## src/rtl/mem_word_master_pkg.sv

```systemverilog
// Shared types and defaults for the word master and its byte gather.
// Latency: n/a (package only).
// Backpressure: n/a (package only).
// Contents: FSM state encoding, default geometry, lane-index width helper.
package mem_word_master_pkg;

   localparam int DEF_WIDTH         = 8;
   localparam int DEF_RAM_ADDR_BITS = 8;
   localparam int DEF_BYTES         = 4;

   // Each state names the action taken at the edge that leaves it.
   // IDLE loads byte 0 onto the RAM bus. ACCESS loads the following bytes.
   // DRAIN drops mem_en while the last byte is captured. RESP raises rsp_valid.
   typedef enum logic [1:0] {
      ST_IDLE   = 2'd0,
      ST_ACCESS = 2'd1,
      ST_DRAIN  = 2'd2,
      ST_RESP   = 2'd3
   } state_t;

   // A lane index needs at least one bit, even when a word is a single byte.
   function automatic int idx_width(input int bytes);
      return (bytes > 1) ? $clog2(bytes) : 1;
   endfunction

endpackage

```

## src/rtl/mem_byte_gather.sv

```systemverilog
// Assembles a word from single RAM bytes, one lane per capture.
// Latency: a byte presented with cap_en appears in word after one clk edge.
// Backpressure: none; it captures every cycle that cap_en is high.
// Ports: clk, reset_n (sync, active-low); cap_en/cap_lane/cap_dat select and load one lane;
//        word is the assembled register. Only the addressed lane changes.
module mem_byte_gather #(
   parameter int WIDTH = 8,
   parameter int BYTES = 4,
   parameter int IDX_W = 2
) (
   input  logic                   clk,
   input  logic                   reset_n,
   input  logic                   cap_en,
   input  logic [IDX_W-1:0]       cap_lane,
   input  logic [WIDTH-1:0]       cap_dat,
   output logic [WIDTH*BYTES-1:0] word
);

   always_ff @(posedge clk) begin
      if (!reset_n) begin
         word <= '0;
      end else if (cap_en) begin
         word[WIDTH*cap_lane +: WIDTH] <= cap_dat;
      end
   end

endmodule

```

## src/rtl/mem_word_master.sv

```systemverilog
// Word-level initiator for the byte-wide, negedge-clocked RAM port: one request -> BYTES byte accesses -> one response.
// Latency: accept at edge E0, mem_en high in cycles 1..BYTES, rsp_valid pulse in cycle BYTES+2.
// Backpressure: req_ready is high only in IDLE; one word per BYTES+2 cycles at best.
// Ports: clk, reset_n (sync, active-low); req_valid/req_ready/req_write/req_adr/req_wdata request side;
//        rsp_valid/rsp_rdata response side; mem_en/mem_memwrite/mem_adr/mem_writedata drive the RAM,
//        and mem_memdata returns from it.
module mem_word_master
   import mem_word_master_pkg::*;
#(
   parameter int WIDTH         = DEF_WIDTH,
   parameter int RAM_ADDR_BITS = DEF_RAM_ADDR_BITS,
   parameter int BYTES         = DEF_BYTES
) (
   input  logic                     clk,
   input  logic                     reset_n,
   input  logic                     req_valid,
   output logic                     req_ready,
   input  logic                     req_write,
   input  logic [RAM_ADDR_BITS-1:0] req_adr,
   input  logic [WIDTH*BYTES-1:0]   req_wdata,
   output logic                     rsp_valid,
   output logic [WIDTH*BYTES-1:0]   rsp_rdata,
   output logic                     mem_en,
   output logic                     mem_memwrite,
   output logic [RAM_ADDR_BITS-1:0] mem_adr,
   output logic [WIDTH-1:0]         mem_writedata,
   input  logic [WIDTH-1:0]         mem_memdata
);

   localparam int               IDX_W    = idx_width(BYTES);
   localparam logic [IDX_W-1:0] LAST_IDX = IDX_W'(BYTES - 1);

   state_t                   state_q, state_d;
   logic [IDX_W-1:0]         idx_q, idx_d;       // lane currently on the RAM bus
   logic                     wr_q, wr_d;
   logic [RAM_ADDR_BITS-1:0] base_q, base_d;
   logic [WIDTH*BYTES-1:0]   wdata_q, wdata_d;
   logic                     en_d, we_d, rsp_vld_d;
   logic [RAM_ADDR_BITS-1:0] adr_d;
   logic [WIDTH-1:0]         wd_d;

   assign req_ready = (state_q == ST_IDLE);

   always_ff @(posedge clk) begin
      if (!reset_n) begin
         state_q       <= ST_IDLE;
         idx_q         <= '0;
         wr_q          <= 1'b0;
         base_q        <= '0;
         wdata_q       <= '0;
         mem_en        <= 1'b0;
         mem_memwrite  <= 1'b0;
         mem_adr       <= '0;
         mem_writedata <= '0;
         rsp_valid     <= 1'b0;
      end else begin
         state_q       <= state_d;
         idx_q         <= idx_d;
         wr_q          <= wr_d;
         base_q        <= base_d;
         wdata_q       <= wdata_d;
         mem_en        <= en_d;
         mem_memwrite  <= we_d;
         mem_adr       <= adr_d;
         mem_writedata <= wd_d;
         rsp_valid     <= rsp_vld_d;
      end
   end

   always_comb begin
      state_d   = state_q;
      idx_d     = idx_q;
      wr_d      = wr_q;
      base_d    = base_q;
      wdata_d   = wdata_q;
      en_d      = 1'b0;
      we_d      = 1'b0;
      adr_d     = mem_adr;
      wd_d      = mem_writedata;
      rsp_vld_d = 1'b0;
      case (state_q)
         ST_IDLE: begin
            if (req_valid) begin
               // Byte 0 goes out straight from the request so mem_en rises in cycle 1.
               wr_d    = req_write;
               base_d  = req_adr;
               wdata_d = req_wdata;
               idx_d   = '0;
               en_d    = 1'b1;
               we_d    = req_write;
               adr_d   = req_adr;
               wd_d    = req_wdata[WIDTH-1:0];
               state_d = (BYTES == 1) ? ST_DRAIN : ST_ACCESS;
            end
         end
         ST_ACCESS: begin
            idx_d = idx_q + IDX_W'(1);
            en_d  = 1'b1;
            we_d  = wr_q;
            // Address arithmetic wraps silently at the top of the RAM.
            adr_d = base_q + RAM_ADDR_BITS'(idx_d);
            wd_d  = wdata_q[WIDTH*idx_d +: WIDTH];
            if (idx_d == LAST_IDX) begin
               state_d = ST_DRAIN;
            end
         end
         ST_DRAIN: begin
            state_d = ST_RESP;
         end
         ST_RESP: begin
            rsp_vld_d = 1'b1;
            state_d   = ST_IDLE;
         end
         default: begin
            state_d = ST_IDLE;
         end
      endcase
   end

   // The RAM answers on the negedge, so the byte on the bus this cycle is
   // valid at the closing posedge; capture overlaps issue of the next byte.
   mem_byte_gather #(
      .WIDTH (WIDTH),
      .BYTES (BYTES),
      .IDX_W (IDX_W)
   ) u_gather (
      .clk      (clk),
      .reset_n  (reset_n),
      .cap_en   (mem_en),
      .cap_lane (idx_q),
      .cap_dat  (mem_memdata),
      .word     (rsp_rdata)
   );

endmodule

```

## config.mk

```make
export PLATFORM = sky130hd
export DESIGN_NAME = mem_word_master
export DESIGN_NICKNAME = d
export VERILOG_FILES = /design/src/rtl/mem_word_master_pkg.sv /design/src/rtl/mem_byte_gather.sv /design/src/rtl/mem_word_master.sv
export SDC_FILE = /design/constraint.sdc
export NUM_CORES = 1
export LEC_CHECK = 0
export ABC_CLOCK_PERIOD_IN_PS = 3400
export BUFFER_PORTS_ARGS = -buffer_cell sky130_fd_sc_hd__buf_2
export CORE_ASPECT_RATIO = 0.9
export CORE_MARGIN = 3
export CORE_UTILIZATION = 31
export CTS_CLUSTER_DIAMETER = 60
export DETAILED_ROUTE_END_ITERATION = 8
export GPL_TIMING_DRIVEN = 0
export HOLD_SLACK_MARGIN = 0.06
export SLEW_MARGIN = 25
export SYNTH_ARGS = -nofsm -noshare
export SYNTH_HDL_FRONTEND = slang
export SYNTH_SLANG_ARGS = --single-unit
```

## constraint.sdc

```tcl
create_clock -name clk -period 3.4 [get_ports clk]
set_input_delay 0.51 -clock clk [delete_from_list [all_inputs] [get_ports clk]]
set_output_delay 0.51 -clock clk [all_outputs]
set_load 0.05 [all_outputs]
```

==> run summary <==
The top cell type by area accounts for 48.3% of the synthesized area. STA classifies the critical path endpoint as a flop. For the worst setup path, the data required time is 3.68 ns.

Dividing total power by cell area gives a power density of 834 mW/mm2. The run gives 2.51 ns as the signal arrival time at the worst endpoint. The tools report the destination of the worst register-to-register timing path as mem_adr[4]$_SDFFE_PN0P_. At the end of the flow, the number of nets in the layout was 624.

The largest fanout of any net on the critical path was 7. Initial antenna violation count: 0. The total inserted antenna cells was 0. For the worst-case clock skew, the log shows 0.00650 ns.

The tools report the number of buffers on the longest clock path as 2. The largest total area in the synthesized netlist belongs to dfxtp_1. The count of buffers added on input and output ports is 103.

The run gives 0 as the hold violation total from the final report. The tools report the critical path capture point as mem_adr[4]$_SDFFE_PN0P_. The total CTS buffers was 9; the worst-case vdd ir drop was 0.410 mV.

Of the available clock period, the critical path in the final layout requires 65.8%. In this run, post-CTS hold repair placed 0 buffers. By instance count, the leading cell after synthesis is nand2_1. Buffers added to address setup during post-CTS repair amount to 0. The final route contains 3606 vias. Global routing finished with a remaining overflow of 0. In this run, synthesis inferred 0 flip-flops with an integrated enable. After filler insertion, the fill cell instance count of the layout stands at 1244.

For this run, design rule violations remaining after detail routing come to 0. The worst register-to-register path has a setup slack of 1.16 ns. Setup repair after global routing left no endpoint under its margin. Sequential cells were found to cover 48.3% of the synthesized design area. In this run, placement finished with an instance count of 708. The final-report max-slew violation count is 0. For this run, the leading register cell type out of synthesis is dfxtp_1. The critical path launch point type is a flop. The number of instances in the synthesized netlist is 445, and the global routing usage summed across all routing layers is 16.4%. Once the floorplan was initialized, standard cells occupied 32.3% of the core. The tools report the worst max-slew margin expressed relative to the limit as 59.2%. The die covers 0.0142 mm2. In this run the horizontal extent of the chip is 125 um. After synthesis, the most frequently instantiated cells are nand2_1 (97), dfxtp_1 (96), a21oi_1 (67), nor2_1 (42), a22oi_1 (35). The number of distinct library cells after synthesis was 43. The tools report the number of global-route vias before repair as 3582. The ratio of routed vias to standard cells was 4.98; the final critical path time including I/O delays and setup was 2.24 ns. The worst hold path belongs to the class in2reg. The run finished with clean final reports.

Across the run, the number of max-cap violations was 0. The die is 113 um tall. The clock drives 96 sinks. The logs give 0 for the remaining number of nets flagged by the antenna check after routing and 11.6 mm for the overall routed net length. Tracing the worst setup path back leads to its startpoint at idx_q[0]$_SDFFE_PN0P_. The setup-violating endpoint count in the final report came out at 0. Synthesis produced a netlist with a net count of 510. The number of top-level pins was 104; the area growth from synthesis to final layout was 25.1%. After legalization and detailed placement, the total HPWL measured 8.46 mm.

The combined area of all synthesized cells is 0.00398 mm2. TritonCTS built the clock tree. Cells fill 40.4% of the core in the end. Routability-driven placement finished with a final weighted congestion of 0.754. The total negative slack for setup checks is 0 ns, and the proportion of register bits with asynchronous set or reset after synthesis is 0%. The post-detailed-route wirelength per cell was 16.0 um. The static leakage power came out at 2.13 nW. Clock-pin slew was measured on the worst setup and hold paths at 0.07 ns. The H-tree generated during clock tree synthesis spans 3 levels. The first detailed-routing pass ran for 4 iterations.

The number of cells on the worst reg-to-reg path is 7. The number of warnings reported in the yosys synthesis log is 0. In this run, synthesis produced a sequential element count of 96. The worst register-to-register path begins at idx_q[0]$_SDFFE_PN0P_. Of the cells placed in the final design, the portion with a size suffix greater than 1 is 26.1%.

The tools report the root buffer selected by CTS as clkbuf_16. The initial detailed-routing violation count came out at 206. The maximum number of pins on one net before global-route repair came out at 17.

By area the synthesized netlist is led by dfxtp_1 (48%), nand2_1 (9.2%), a21oi_1 (8.4%). The first global-routing pass estimated 18.4 mm of wire. Leaving out filler cells and counting taps, the final layout contains 724. Path type of the worst setup path: reg2reg. The number of gates resized after CTS was 0.

At the pin with the least slew margin, the transition time is 0.611 ns. Number of cell rows: 38. In this run the standard cell core region covers 0.0123 mm2. The average instance in the mapped netlist occupies 8.94 um2. The clock latency of the later-clocked register in the worst-skew pair was 0.35 ns; the highest attainable clock frequency was 447 MHz.
[area by class of cell]
class / count / area, um2 / area share, %
Sequential cell: 96 / 1920 / 38.6
Multi-Input combinational cell: 311 / 1860 / 37.3
Timing Repair Buffer: 103 / 515 / 10.4
Clock buffer: 11 / 243 / 4.88
Tap cell: 160 / 200 / 4.02
Buffer: 30 / 168 / 3.37
Clock inverter: 5 / 40.0 / 0.805
Inverter: 8 / 30.0 / 0.604
[cell families after synthesis]
family,synth area share [%]
AOI/OAI and AO/OA,18.4
xor gates and xnor gates,0.881
adders and majority gates,4.28
buffers and inverters,4.97
DFF,48.3
muxes,6.20
and+or+nand+nor,16.9
[sequential cells by signal, summed over array words and instances (netlist names)]
| name | flops |
|---|---|
| idx_q | 2 |
| mem_memwrite | 1 |
| wdata_q | 32 |
| mem_en | 1 |
| mem_writedata | 8 |
| mem_adr | 8 |
| state_q | 2 |
| rsp_valid | 1 |
| wr_q | 1 |
| u_gather.word | 32 |
| base_q | 8 |
[per-layer routing]
| metal | vias to the layer above | track usage, % | part of all wire, % |
|---|---|---|---|
| met5 | - | 0 | 0 |
| met1 | 1704 | 20.6 | 45 |
| li1 | 1768 | - | - |
| met3 | 9 | 6.04 | 7.9 |
| met2 | 125 | 27.1 | 46 |
| met4 | 0 | 3.97 | 1.0 |
[report_power, final]
part | leakage (nW) | total [W] | switching (W) | internal [W]
clock | 0.128 | 0.000974 | 0.000453 | 0.000520
combinational | 1.22 | 0.00171 | 0.00117 | 0.000539
sequential | 0.784 | 0.00147 | 0.000135 | 0.00134
total | 2.13 | 0.00415 | 0.00176 | 0.00239
[worst min path at each step]
stage                            start                  endpoint  slack, ns  depth (start not counted)
6_report                 req_wdata[25]  wdata_q[25]$_SDFFE_PN0P_       0.39                          3
5_1_grt                  req_wdata[25]  wdata_q[25]$_SDFFE_PN0P_       0.37                          3
3_5_place_dp   wdata_q[8]$_SDFFE_PN0P_   wdata_q[8]$_SDFFE_PN0P_       0.45                          2
2_1_floorplan  wdata_q[0]$_SDFFE_PN0P_   wdata_q[0]$_SDFFE_PN0P_       0.43                          2
3_3_place_gp   wdata_q[7]$_SDFFE_PN0P_   wdata_q[7]$_SDFFE_PN0P_       0.44                          2
4_1_cts                  req_wdata[25]  wdata_q[25]$_SDFFE_PN0P_       0.37                          3
[stage by stage]
| step | cell area, um2 | hold WS [ns] | setup slack, ns | total power [W] |
|---|---|---|---|---|
| 2_1_floorplan | 3980 | 0.432 | 1.43 | 0.00275 |
| 5_1_grt | 4970 | 0.368 | 0.990 | 0.00440 |
| 3_3_place_gp | 4690 | 0.440 | 1.20 | 0.00318 |
| 6_report | 4970 | 0.389 | 1.16 | 0.00415 |
| 4_1_cts | 4970 | 0.373 | 1.12 | 0.00419 |
| 3_5_place_dp | 4690 | 0.447 | 1.16 | 0.00322 |
[cell usage in the layout, fill, tap and decap left out, types with 2 or more instances in the layout]
master      count
clkbuf_8        2
a21oi_1        67
a22oi_1        35
buf_4           5
a211oi_1        3
buf_2         111
nand3_1         2
mux2i_1         4
clkinvlp_4      3
nor3_1          2
mux4_2          7
and2_1          2
nand2_1        97
xor2_1          3
and3_1          2
o21ai_0         9
clkbuf_1       13
ha_1           12
clkbuf_16       9
buf_6           2
o21ai_1         2
inv_1           8
dfxtp_1        96
nor2_1         42
and4_1          4
[worst max-delay path, cell delays in order (launching register included)]
cell     delay [ns]
dfxtp_1        0.42
inv_1          0.18
ha_1           0.42
fa_1           0.50
nand3_1        0.13
xor2_1         0.07
a211o_1        0.30
a21oi_1        0.14
Note: power is estimated with default switching activity, not from simulation.
